--- src/rtl/seg_pkg.sv ---
// Shared types and glyph constants for the multiplexed 7-segment scan driver.
// Glyphs are active low {a,b,c,d,e,f,g,dp} with the decimal point off.
package seg_pkg;

  localparam logic [7:0] GLYPH_0   = 8'h03;
  localparam logic [7:0] GLYPH_1   = 8'h9F;
  localparam logic [7:0] GLYPH_2   = 8'h25;
  localparam logic [7:0] GLYPH_3   = 8'h0D;
  localparam logic [7:0] GLYPH_4   = 8'h99;
  localparam logic [7:0] GLYPH_5   = 8'h49;
  localparam logic [7:0] GLYPH_6   = 8'h41;
  localparam logic [7:0] GLYPH_7   = 8'h1F;
  localparam logic [7:0] GLYPH_8   = 8'h01;
  localparam logic [7:0] GLYPH_9   = 8'h09;
  localparam logic [7:0] GLYPH_A   = 8'h11;
  localparam logic [7:0] GLYPH_B   = 8'hC1;
  localparam logic [7:0] GLYPH_C   = 8'h63;
  localparam logic [7:0] GLYPH_D   = 8'h85;
  localparam logic [7:0] GLYPH_E   = 8'h61;
  localparam logic [7:0] GLYPH_F   = 8'h71;
  localparam logic [7:0] GLYPH_OFF = 8'hFF;
  localparam logic [7:0] ALL_OFF   = 8'hFF;

  typedef enum logic {
    PH_OFF = 1'b0,
    PH_ON  = 1'b1
  } phase_e;

  typedef struct packed {
    logic [31:0] digits;
    logic [7:0]  dp;
    logic [7:0]  blank;
    logic [7:0]  blink;
  } frame_t;

endpackage

--- src/rtl/seg_scan_if.sv ---
// Frame input and display output bundle of the scan driver.
// master = upstream datapath / board, slave = seg_scan_driver.
interface seg_scan_if;
  logic [31:0] digits;
  logic [7:0]  dp_mask;
  logic [7:0]  blank_mask;
  logic [7:0]  blink_mask;
  logic        load;
  logic        frame_sync;
  logic [7:0]  seg_en;
  logic [7:0]  seg_out;

  modport master (
    output digits, dp_mask, blank_mask,
    output blink_mask, load,
    input  frame_sync, seg_en, seg_out
  );

  modport slave (
    input  digits, dp_mask, blank_mask,
    input  blink_mask, load,
    output frame_sync, seg_en, seg_out
  );
endinterface

--- src/rtl/seg7_decode.sv ---
// Hex digit code to active-low 7-segment glyph {a..g}.
// Purely combinational; the caller appends the dp bit.
module seg7_decode
  import seg_pkg::*;
(
  input  logic [3:0] code,
  output logic [6:0] glyph
);

  always_comb begin
    glyph = GLYPH_OFF[7:1];
    unique case (code)
      4'h0: glyph = GLYPH_0[7:1];
      4'h1: glyph = GLYPH_1[7:1];
      4'h2: glyph = GLYPH_2[7:1];
      4'h3: glyph = GLYPH_3[7:1];
      4'h4: glyph = GLYPH_4[7:1];
      4'h5: glyph = GLYPH_5[7:1];
      4'h6: glyph = GLYPH_6[7:1];
      4'h7: glyph = GLYPH_7[7:1];
      4'h8: glyph = GLYPH_8[7:1];
      4'h9: glyph = GLYPH_9[7:1];
      4'hA: glyph = GLYPH_A[7:1];
      4'hB: glyph = GLYPH_B[7:1];
      4'hC: glyph = GLYPH_C[7:1];
      4'hD: glyph = GLYPH_D[7:1];
      4'hE: glyph = GLYPH_E[7:1];
      4'hF: glyph = GLYPH_F[7:1];
    endcase
  end

endmodule

--- src/rtl/seg_scan_driver.sv ---
// 8-digit multiplexed 7-segment scan driver with frame-coherent
// capture, per-digit blank/blink/dp and an anti-ghosting guard.
module seg_scan_driver
  import seg_pkg::*;
#(
  parameter int CLK_HZ    = 100_000_000,
  parameter int SCAN_HZ   = 1000,
  parameter int BLINK_HZ  = 2,
  parameter int GUARD_CYC = 16
) (
  input logic clk,
  input logic rst,
  seg_scan_if.slave bus
);

  localparam int DWELL = CLK_HZ / SCAN_HZ;
  localparam int PW =
    (DWELL > 1) ? $clog2(DWELL) : 1;
  localparam int BLINK_TICKS =
    SCAN_HZ / (2 * BLINK_HZ);
  localparam int BW =
    (BLINK_TICKS > 1) ? $clog2(BLINK_TICKS) : 1;
  localparam int GW =
    (GUARD_CYC > 0) ? $clog2(GUARD_CYC + 1) : 1;

  if (DWELL < 2 || GUARD_CYC >= DWELL) begin : g_bad_guard
    $error("GUARD_CYC must be shorter than the dwell");
  end
  if (BLINK_TICKS < 1) begin : g_bad_blink
    $error("BLINK_HZ too high for SCAN_HZ");
  end

  logic [PW-1:0] presc_q, presc_d;
  logic [2:0]    idx_q, idx_d;
  logic [BW-1:0] blink_cnt_q, blink_cnt_d;
  phase_e        phase_q, phase_d;
  logic [GW-1:0] guard_q, guard_d;
  logic          pending_q, pending_d;
  frame_t        shadow_q, shadow_d;
  logic          frame_sync_q, frame_sync_d;
  logic [7:0]    seg_en_q, seg_en_d;
  logic [7:0]    seg_out_q, seg_out_d;

  logic       tick;
  logic       wrap;
  logic       dark;
  logic [3:0] code;
  logic [6:0] glyph;

  seg7_decode u_dec (
    .code  (code),
    .glyph (glyph)
  );

  always_comb begin
    tick    = presc_q == PW'(DWELL - 1);
    wrap    = tick && (idx_q == 3'd7);
    presc_d = tick ? '0 : presc_q + 1'b1;
    idx_d   = tick ? idx_q + 3'd1 : idx_q;

    // Registered one cycle early so it is high during the wrap tick,
    // the same cycle in which a coincident load is captured.
    frame_sync_d = (presc_q == PW'(DWELL - 2))
                && (idx_q == 3'd7);

    pending_d = pending_q;
    shadow_d  = shadow_q;
    if (wrap) begin
      pending_d = 1'b0;
      if (pending_q || bus.load) begin
        shadow_d = '{digits: bus.digits,
                     dp:     bus.dp_mask,
                     blank:  bus.blank_mask,
                     blink:  bus.blink_mask};
      end
    end else if (bus.load) begin
      pending_d = 1'b1;
    end

    blink_cnt_d = blink_cnt_q;
    phase_d     = phase_q;
    if (tick) begin
      if (blink_cnt_q == BW'(BLINK_TICKS - 1)) begin
        blink_cnt_d = '0;
        phase_d = (phase_q == PH_ON) ? PH_OFF : PH_ON;
      end else begin
        blink_cnt_d = blink_cnt_q + 1'b1;
      end
    end

    guard_d = guard_q;
    if (tick) begin
      guard_d = GW'(GUARD_CYC);
    end else if (guard_q != '0) begin
      guard_d = guard_q - 1'b1;
    end

    // Outputs are built from next-state so they switch on the same
    // edge as the scan index.
    code = shadow_d.digits[{idx_d, 2'b00} +: 4];
    dark = shadow_d.blank[idx_d]
        || (shadow_d.blink[idx_d] && (phase_d == PH_OFF));

    seg_out_d = dark ? GLYPH_OFF
                     : {glyph, ~shadow_d.dp[idx_d]};
    seg_en_d  = (dark || (guard_d != '0))
              ? ALL_OFF
              : ~(8'b1 << idx_d);
  end

  always_ff @(posedge clk or posedge rst) begin
    if (rst) begin
      presc_q      <= '0;
      idx_q        <= '0;
      blink_cnt_q  <= '0;
      phase_q      <= PH_ON;
      guard_q      <= '0;
      pending_q    <= 1'b0;
      shadow_q     <= '0;
      frame_sync_q <= 1'b0;
      seg_en_q     <= ALL_OFF;
      seg_out_q    <= GLYPH_OFF;
    end else begin
      presc_q      <= presc_d;
      idx_q        <= idx_d;
      blink_cnt_q  <= blink_cnt_d;
      phase_q      <= phase_d;
      guard_q      <= guard_d;
      pending_q    <= pending_d;
      shadow_q     <= shadow_d;
      frame_sync_q <= frame_sync_d;
      seg_en_q     <= seg_en_d;
      seg_out_q    <= seg_out_d;
    end
  end

  assign bus.frame_sync = frame_sync_q;
  assign bus.seg_en     = seg_en_q;
  assign bus.seg_out    = seg_out_q;

endmodule

--- src/flat_wrapper.sv ---
// flat-port wrapper written by rule: the top's interface ports become plain ports
module seg_scan_driver_flat import seg_pkg::*;
#(
  parameter int CLK_HZ    = 100_000_000,
  parameter int SCAN_HZ   = 1000,
  parameter int BLINK_HZ  = 2,
  parameter int GUARD_CYC = 16
)
  (clk, rst, bus_digits, bus_dp_mask, bus_blank_mask, bus_blink_mask, bus_load, bus_frame_sync, bus_seg_en, bus_seg_out);
  seg_scan_if bus_i ();
  input logic clk;
  input logic rst;
  input wire logic [$bits(bus_i.digits)-1:0] bus_digits;
  input wire logic [$bits(bus_i.dp_mask)-1:0] bus_dp_mask;
  input wire logic [$bits(bus_i.blank_mask)-1:0] bus_blank_mask;
  input wire logic [$bits(bus_i.blink_mask)-1:0] bus_blink_mask;
  input wire logic [$bits(bus_i.load)-1:0] bus_load;
  output wire logic [$bits(bus_i.frame_sync)-1:0] bus_frame_sync;
  output wire logic [$bits(bus_i.seg_en)-1:0] bus_seg_en;
  output wire logic [$bits(bus_i.seg_out)-1:0] bus_seg_out;
  assign bus_i.digits = bus_digits;
  assign bus_i.dp_mask = bus_dp_mask;
  assign bus_i.blank_mask = bus_blank_mask;
  assign bus_i.blink_mask = bus_blink_mask;
  assign bus_i.load = bus_load;
  assign bus_frame_sync = bus_i.frame_sync;
  assign bus_seg_en = bus_i.seg_en;
  assign bus_seg_out = bus_i.seg_out;
  seg_scan_driver #(.CLK_HZ(CLK_HZ), .SCAN_HZ(SCAN_HZ), .BLINK_HZ(BLINK_HZ), .GUARD_CYC(GUARD_CYC)) u_core (.clk(clk), .rst(rst), .bus(bus_i));
endmodule
--- config.mk ---
export PLATFORM = sky130hd
export DESIGN_NAME = seg_scan_driver_flat
export DESIGN_NICKNAME = d
export VERILOG_FILES = /design/src/rtl/seg_pkg.sv /design/src/rtl/seg_scan_if.sv /design/src/rtl/seg7_decode.sv /design/src/rtl/seg_scan_driver.sv /design/src/flat_wrapper.sv
export SDC_FILE = /design/constraint.sdc
export NUM_CORES = 1
export LEC_CHECK = 0
export CAP_MARGIN = 20
export CORE_MARGIN = 2
export CORE_UTILIZATION = 45
export CTS_BUF_LIST = sky130_fd_sc_hd__clkbuf_8
export DETAILED_ROUTE_END_ITERATION = 16
export PLACE_DENSITY = 0.68
export SYNTH_ARGS = -nofsm -noshare
export SYNTH_HDL_FRONTEND = slang
export SYNTH_HIERARCHICAL = 1
export SYNTH_SLANG_ARGS = --single-unit
--- constraint.sdc ---
create_clock -name clk -period 5.92 [get_ports clk]
set_input_delay 0.888 -clock clk [delete_from_list [all_inputs] [get_ports clk]]
set_output_delay 0.888 -clock clk [all_outputs]
set_load 0.01 [all_outputs]
==> results of run 1 <==
[cells in the final DEF, fill, tap and decap left out, types with 9 or more instances in the layout]
| cell | synthesis | final |
|---|---|---|
| clkbuf_8 | 0 | 10 |
| ha_1 | 15 | 15 |
| nor2_1 | 31 | 31 |
| nand2_1 | 163 | 163 |
| buf_4 | 0 | 10 |
| mux2_2 | 11 | 11 |
| dfstp_2 | 17 | 17 |
| o21ai_0 | 26 | 26 |
| inv_1 | 10 | 10 |
| nand2b_1 | 9 | 9 |
| nand3_1 | 21 | 20 |
| clkdlybuf4s50_1 | 0 | 75 |
| xor2_1 | 9 | 9 |
| nand4_1 | 19 | 19 |
| a21oi_1 | 16 | 16 |
| dfrtp_1 | 91 | 91 |
[flip-flops by register name (all words and copies together), names as in the netlist]
name                   count
u_core/bus.seg_en          8
u_core/blink_cnt_q         8
u_core/bus.frame_sync      1
u_core/pending_q           1
u_core/shadow_q           56
u_core/presc_q            17
u_core/phase_q             1
u_core/idx_q               3
u_core/guard_q             5
u_core/bus.seg_out         8
[cell families after synthesis]
family          synth area share [%]
mux                             3.69
compound gates                  10.3
buf+inv                         2.76
xor+xnor                        3.14
simple gates                    24.7
fa+ha+maj                       3.57
flops                           51.9
[per-layer routing]
metal | GRT usage (%) | routed length, um | vias to the layer above
li1 | - | - | 2066
met3 | 5.08 | 624 | 12
met4 | 5.85 | 155 | 0
met2 | 32.0 | 5970 | 111
met5 | 0 | 0 | -
met1 | 29.5 | 5800 | 2096
[stage by stage]
step,utilization (%),instances,hold WS [ns],total power [mW],area [sq um]
global placement,54.1,763,0.443,0.809,6170
floorplan,-,555,0.429,0.763,5250
finish,55.5,778,0.469,1.19,6340
detailed placement,54.1,763,0.450,0.809,6170
global route,55.5,778,0.490,1.25,6340
CTS,55.5,778,0.475,1.21,6340
[where the power goes]
part | total, mW | internal (mW) | switching [mW]
clock network | 0.399 | 0.160 | 0.239
registers | 0.738 | 0.738 | 0.00000000000000000779
logic | 0.0561 | 0.0342 | 0.0219
[area by class of cell]
class | instances | share of cell area [%]
flip-flops and latches | 108 | 43.0
multi-input cells | 414 | 37.7
repair buffers | 85 | 13.0
well taps | 143 | 2.82
clock buffers | 10 | 2.17
inverters | 13 | 0.888
clock inverters | 5 | 0.474
[worst register-to-register path, delay by kind of cell (launching register included)]
| family | cells | cell delay, ns |
|---|---|---|
| AOI/OAI and AO/OA | 5 | 1.19 |
| and+or+nand+nor | 5 | 1.77 |
| DFF | 1 | 0.43 |
| adders and majority gates | 1 | 0.27 |
| buffers and inverters | 3 | 0.74 |
| xor gates and xnor gates | 1 | 0.30 |
[worst max-delay path by stage]
stage / startpoint / end / slack (ns)
global route: u_core/presc_q[6]$_DFF_PP0_ / u_core/bus.seg_out[4]$_DFF_PP1_ / 0.84
CTS: u_core/presc_q[6]$_DFF_PP0_ / u_core/bus.seg_out[4]$_DFF_PP1_ / 1.16
global placement: bus_load / u_core/bus.seg_out[4]$_DFF_PP1_ / 1.22
finish: u_core/presc_q[6]$_DFF_PP0_ / u_core/bus.seg_out[4]$_DFF_PP1_ / 1.14
detailed placement: bus_load / u_core/bus.seg_out[4]$_DFF_PP1_ / 0.92
floorplan: u_core/presc_q[6]$_DFF_PP0_ / u_core/bus.seg_out[7]$_DFF_PP1_ / 1.69
==> metrics.cfg, run 1 <==
[clock_tree]
hold_buffers=0
clock_sinks=108
cts_buffers=9
cts-resized-gates=0
cts-root-buf=clkbuf_8
clk_pin_slew_ns=0.10
insertion_delay_ns=0.38
cts_tree=built
clock_path_buffers=2
post_cts_buffers=0
htree_levels=3

[critical_path]
crit_buf_inv=3
reg2reg_to=u_core/bus.seg_out[4]$_DFF_PP1_
r2r_start=u_core/presc_q[6]$_DFF_PP0_
cp_slowest_stage_delay_ns=0.61
worstPathArrival_ns=5.07
r2r_cells=15
worst_setup_path_start_kind=flip-flop
crit_cells=15
rrSetupSlack_ns=1.14
cp_cell_sequence=or4b_4 > nor4_4 > buf_4 > xnor2_2 > clkinv_4 > nor2_2 > a221oi_1 > o21a_1 > a221oi_1 > inv_1 > ha_1 > or2_1 > a21oi_1 > a31oi_1 > nand2b_1
endpoint_kind=flip-flop
crit_fanout=14
critPathKind=reg -> reg
required_ns=6.22
critical-path-top-delay-family=simple AND/OR/NAND/NOR gates
cp_slowest_cell=or4b_4
crit_path_frequent_cell=a221oi_1

[synth]
yosys.area.top_type=dfrtp_1
synth_seq_cells=108
yosys-top-cells-area=dfrtp_1, nand2_1, dfstp_2
syn-num-nets=629
synth_commonest_cells=nand2_1, dfrtp_1, nor2_1, o21ai_0, nand3_1
ys_seq_area_share_pct=51.9
synth-edff-count=0
syn_area_per_cell_sq_um=9.46
synth_top_area_share_pct=43.4
yosysMostFrequentCell=nand2_1
syn_inst=555
async_reset_ff_share_pct=100
ys.flop_type=dfrtp_1
synth.distinct_cells=57
synth_warnings=6
synth_area_sq_um=5250

[power]
power.leakage_nw=2.97
power.density_nw_per_um2=188
max-vdd-ir-drop_mv=0.172

[timing]
skew_ns=0.0144
drv_slew=0
setup_tns_ns=0
finalCriticalPeriod_ns=4.78
period_share_pct=80.7
setup_ws_ns=1.14
tightest_slew_ns=0.932
setup_viol_count_final=0
slew_headroom_pct=37.6
finalHoldViolations=0
rsz0062_at_grt=no
fmax_ghz=0.209

[layout]
fillers=1054
drive_above_1_share_pct=9.61
syn2layout_area_growth_pct=20.7
seqCellArea_sq_um=2720
num-nets-final=705
multiInputGateArea_sq_um=2390
antenna_cells=0

[placement]
place_congestion=0.838
io_buffers=75
dpl.hpwl_um=8790
dp_worst_setup_slack_ns=0.916

[outcome]
status=complete, no violations

[detailed_routing]
drc=0
first_iter_violations=314
routed-via-count=4285
ant_nets=0
drt_wl_total_um=12600
wl_per_cell_um=16.1
viasPerCell=5.51
drt-pass1-iter-count=5

[global_route]
grt_max_degree=65
grt.overflow.total=0
grt_antenna_before_repair=0
grt_pass1_vias=4105
grt_pass1_wl_um=20500
grt.total_usage_pct=20.7

[floorplanning]
ioPinCount=76
die_width_um=112
start_util_pct=46.0
floorplan.die_area_sq_um=12600
coreArea_sq_um=11400
die_h_um=112
fp-row-count=39

[min_path]
hold_end=u_core/shadow_q[54]$_DFF_PP0_
min_from=u_core/shadow_q[54]$_DFF_PP0_
whs_path_depth=2
hold_path_class=reg -> reg

[run]
cap_viol_max_count=0

Power figures use the tool's default switching activity.
==> run 2, diff against run 1 <==
Settings changed: PLACE_DENSITY 0.68 to 0.71.
Clock period 5.92 ns to 4.2 ns, I/O delays scaled along.
==> run 2 against run 1 <==
- clock skew is 0.0043 ns lower
- sequential power is 41% higher
- die area is the same
- non-clock buffer count rose by 12
- maximum frequency rose by 24%
- register-to-register slack got worse by 0.78 ns
- utilization rose by 1.3 points
- clock-buffer cell count stayed put
- setup slack got worse by 0.78 ns
- critical path type unchanged
- largest cell class unchanged
==> metrics.cfg, run 2 (synthesized netlist as in run 1, its figures left out) <==
[floorplanning]
floorplan.die_area_sq_um=12600  ; unchanged
die_h_um=112  ; unchanged
fp-row-count=39  ; unchanged
ioPinCount=76  ; unchanged
start_util_pct=46.0  ; unchanged
coreArea_sq_um=11400  ; unchanged
die_width_um=112  ; unchanged

[layout]
largest_reg_flops=56  ; unchanged
final_cell_mix=nand2_1, dfrtp_1, clkdlybuf4s50_1
syn2layout_area_growth_pct=23.6
fillers=1025  ; -2.8%
largest_registers=u_core/shadow_q (56), u_core/presc_q (17)
seqCellArea_sq_um=2720  ; unchanged
num-nets-final=717  ; +1.7%
largest_register=u_core/shadow_q
drive_above_1_share_pct=11.6  ; +2.0 points
utilization_pct=56.8  ; +1.3 points
final_common_cell=nand2_1
antenna_cells=0  ; unchanged
multiInputGateArea_sq_um=2400  ; +0.42%

[outcome]
status=complete, no violations

[timing]
fmax_ghz=0.261  ; +24%
period_share_pct=91.4  ; +11 points
drv_slew=0  ; unchanged
skew_ns=0.0101  ; -0.00431 ns
slew_headroom_pct=32.2  ; -5.4 points
finalCriticalPeriod_ns=3.84  ; -0.939 ns
setup_viol_count_final=0  ; unchanged
finalHoldViolations=0  ; unchanged
setup_tns_ns=0  ; unchanged
rsz0062_at_grt=no
tightest_slew_ns=1.01  ; +0.0758 ns

[clock_tree]
clock_sinks=108  ; unchanged
cts_buffers=9  ; unchanged
clock_path_buffers=2  ; unchanged
cts-root-buf=clkbuf_8
insertion_delay_ns=0.37  ; about the same
clk_pin_slew_ns=0.09  ; about the same
cts_tree=built
htree_levels=3  ; unchanged

[detailed_routing]
routed-via-count=4308  ; +0.54%
viasPerCell=5.45  ; -1.1%
drt-pass1-iter-count=5  ; unchanged
wl_met3_um=514  ; -18%
wl_met2_um=6060  ; +1.4%
dr.max_layer_used=met4
wl_per_cell_um=15.8  ; -2.3%
drc=0  ; unchanged
drt_wl_total_um=12500  ; -0.62%
first_iter_violations=204  ; -35%
ant_nets=0  ; unchanged
m1WireLength_um=5670  ; -2.2%

[global_route]
grt_pass1_wl_um=20600  ; +0.10%
grt_max_degree=56  ; -14%
grt_antenna_before_repair=0  ; unchanged
grt.overflow.total=0  ; unchanged
grt_pass1_vias=4269  ; +4.0%
grt.total_usage_pct=20.6  ; -0.14 points

[critical_path]
endpoint_kind=flip-flop
worstPathArrival_ns=4.13  ; -0.94 ns
worst_setup_path_start_kind=flip-flop
required_ns=4.49  ; -1.73 ns
crit_fanout=7  ; -7
critPathKind=reg -> reg

[power]
p_clk_share_pct=38.0  ; +4.5 points
p_switching_mw=0.368  ; +41%
switching_share_pct=20.4  ; -1.5 points
power.density_nw_per_um2=278  ; +48%
max-vdd-ir-drop_mv=0.191  ; +12%
power.leakage_nw=3.06  ; +3.0%
power_frac_seq_pct=57.7  ; -4.1 points
power_frac_comb_pct=4.3  ; -0.4 points
p_int_mw=1.44  ; +54%

[run]
cap_viol_max_count=0  ; unchanged

[placement]
place_congestion=0.859  ; +2.5%
dpl.hpwl_um=8990  ; +2.3%
io_buffers=75  ; unchanged

[min_path]
hold_path_class=reg -> reg

[run 2: timing repair]
item / in CTS / in global routing
buffers inserted: 0 / 0
setup endpoints to repair: 0 / 3
resized for setup: 0 / 1
hold buffers: 0 / 0
[run 2: layer usage]
layer,vias up,global-route usage [%]
met5,-,0
met4,0,7.80
met3,18,2.86
met2,122,33.7
met1,2086,28.1
li1,2082,-
[run 2: stage by stage]
step	setup slack [ns]	hold slack (ns)	power [mW]	area, sq um	cells
finish	0.362	0.469	1.80	6490	791
detailed placement	0.295	0.450	1.14	6270	775
global placement	0.420	0.444	1.14	6270	775
global route	0.0302	0.498	1.88	6490	791
CTS	0.281	0.473	1.82	6480	791
floorplan	0.0736	0.429	1.08	5260	555
[run 2: worst max-delay path, stage by stage, from the launching register on]
cell and delay, ns:
dfrtp_1 0.43, or4b_4 0.61, nor4_4 0.34, mux2i_2 0.28, clkinv_1 0.27, nand2_1 0.23, a21oi_1 0.06, a2111oi_0 0.53
a31oi_2 0.17, ha_1 0.25, or2_1 0.23, a21oi_1 0.15, a31oi_1 0.05, nand2b_1 0.16
[run 2: final cells by class]
type / count / share of cell area (%)
Clock inverter: 6 / 1.23
Clock buffer: 10 / 2.12
Tap cell: 143 / 2.76
Multi-Input combinational cell: 414 / 37.0
Inverter: 13 / 0.867
Sequential cell: 108 / 42.0
Timing Repair Buffer: 97 / 14.1
[run 2: final timing paths]
| path | start | endpoint | slack, ns | cells after the start |
|---|---|---|---|---|
| min reg2reg | u_core/shadow_q[21]$_DFF_PP0_ | u_core/shadow_q[21]$_DFF_PP0_ | 0.47 | 2 |
| min in group asynchronous | rst | u_core/shadow_q[15]$_DFF_PP0_ | 0.72 | 2 |
| min | u_core/shadow_q[21]$_DFF_PP0_ | u_core/shadow_q[21]$_DFF_PP0_ | 0.47 | 2 |
| max reg2reg | u_core/presc_q[6]$_DFF_PP0_ | u_core/bus.seg_out[4]$_DFF_PP1_ | 0.36 | 13 |
| max in group asynchronous | rst | u_core/bus.seg_en[1]$_DFF_PP1_ | 2.60 | 3 |
| max | u_core/presc_q[6]$_DFF_PP0_ | u_core/bus.seg_out[4]$_DFF_PP1_ | 0.36 | 13 |
[run 2: power groups by stage]
stage / Combinational (mW) / Sequential, mW / Clock, mW
floorplan: 0.0155 / 1.06 / 0
global placement: 0.0789 / 1.06 / 0
detailed placement: 0.0795 / 1.06 / 0
CTS: 0.0800 / 1.04 / 0.704
global route: 0.0853 / 1.04 / 0.751
finish: 0.0776 / 1.04 / 0.686
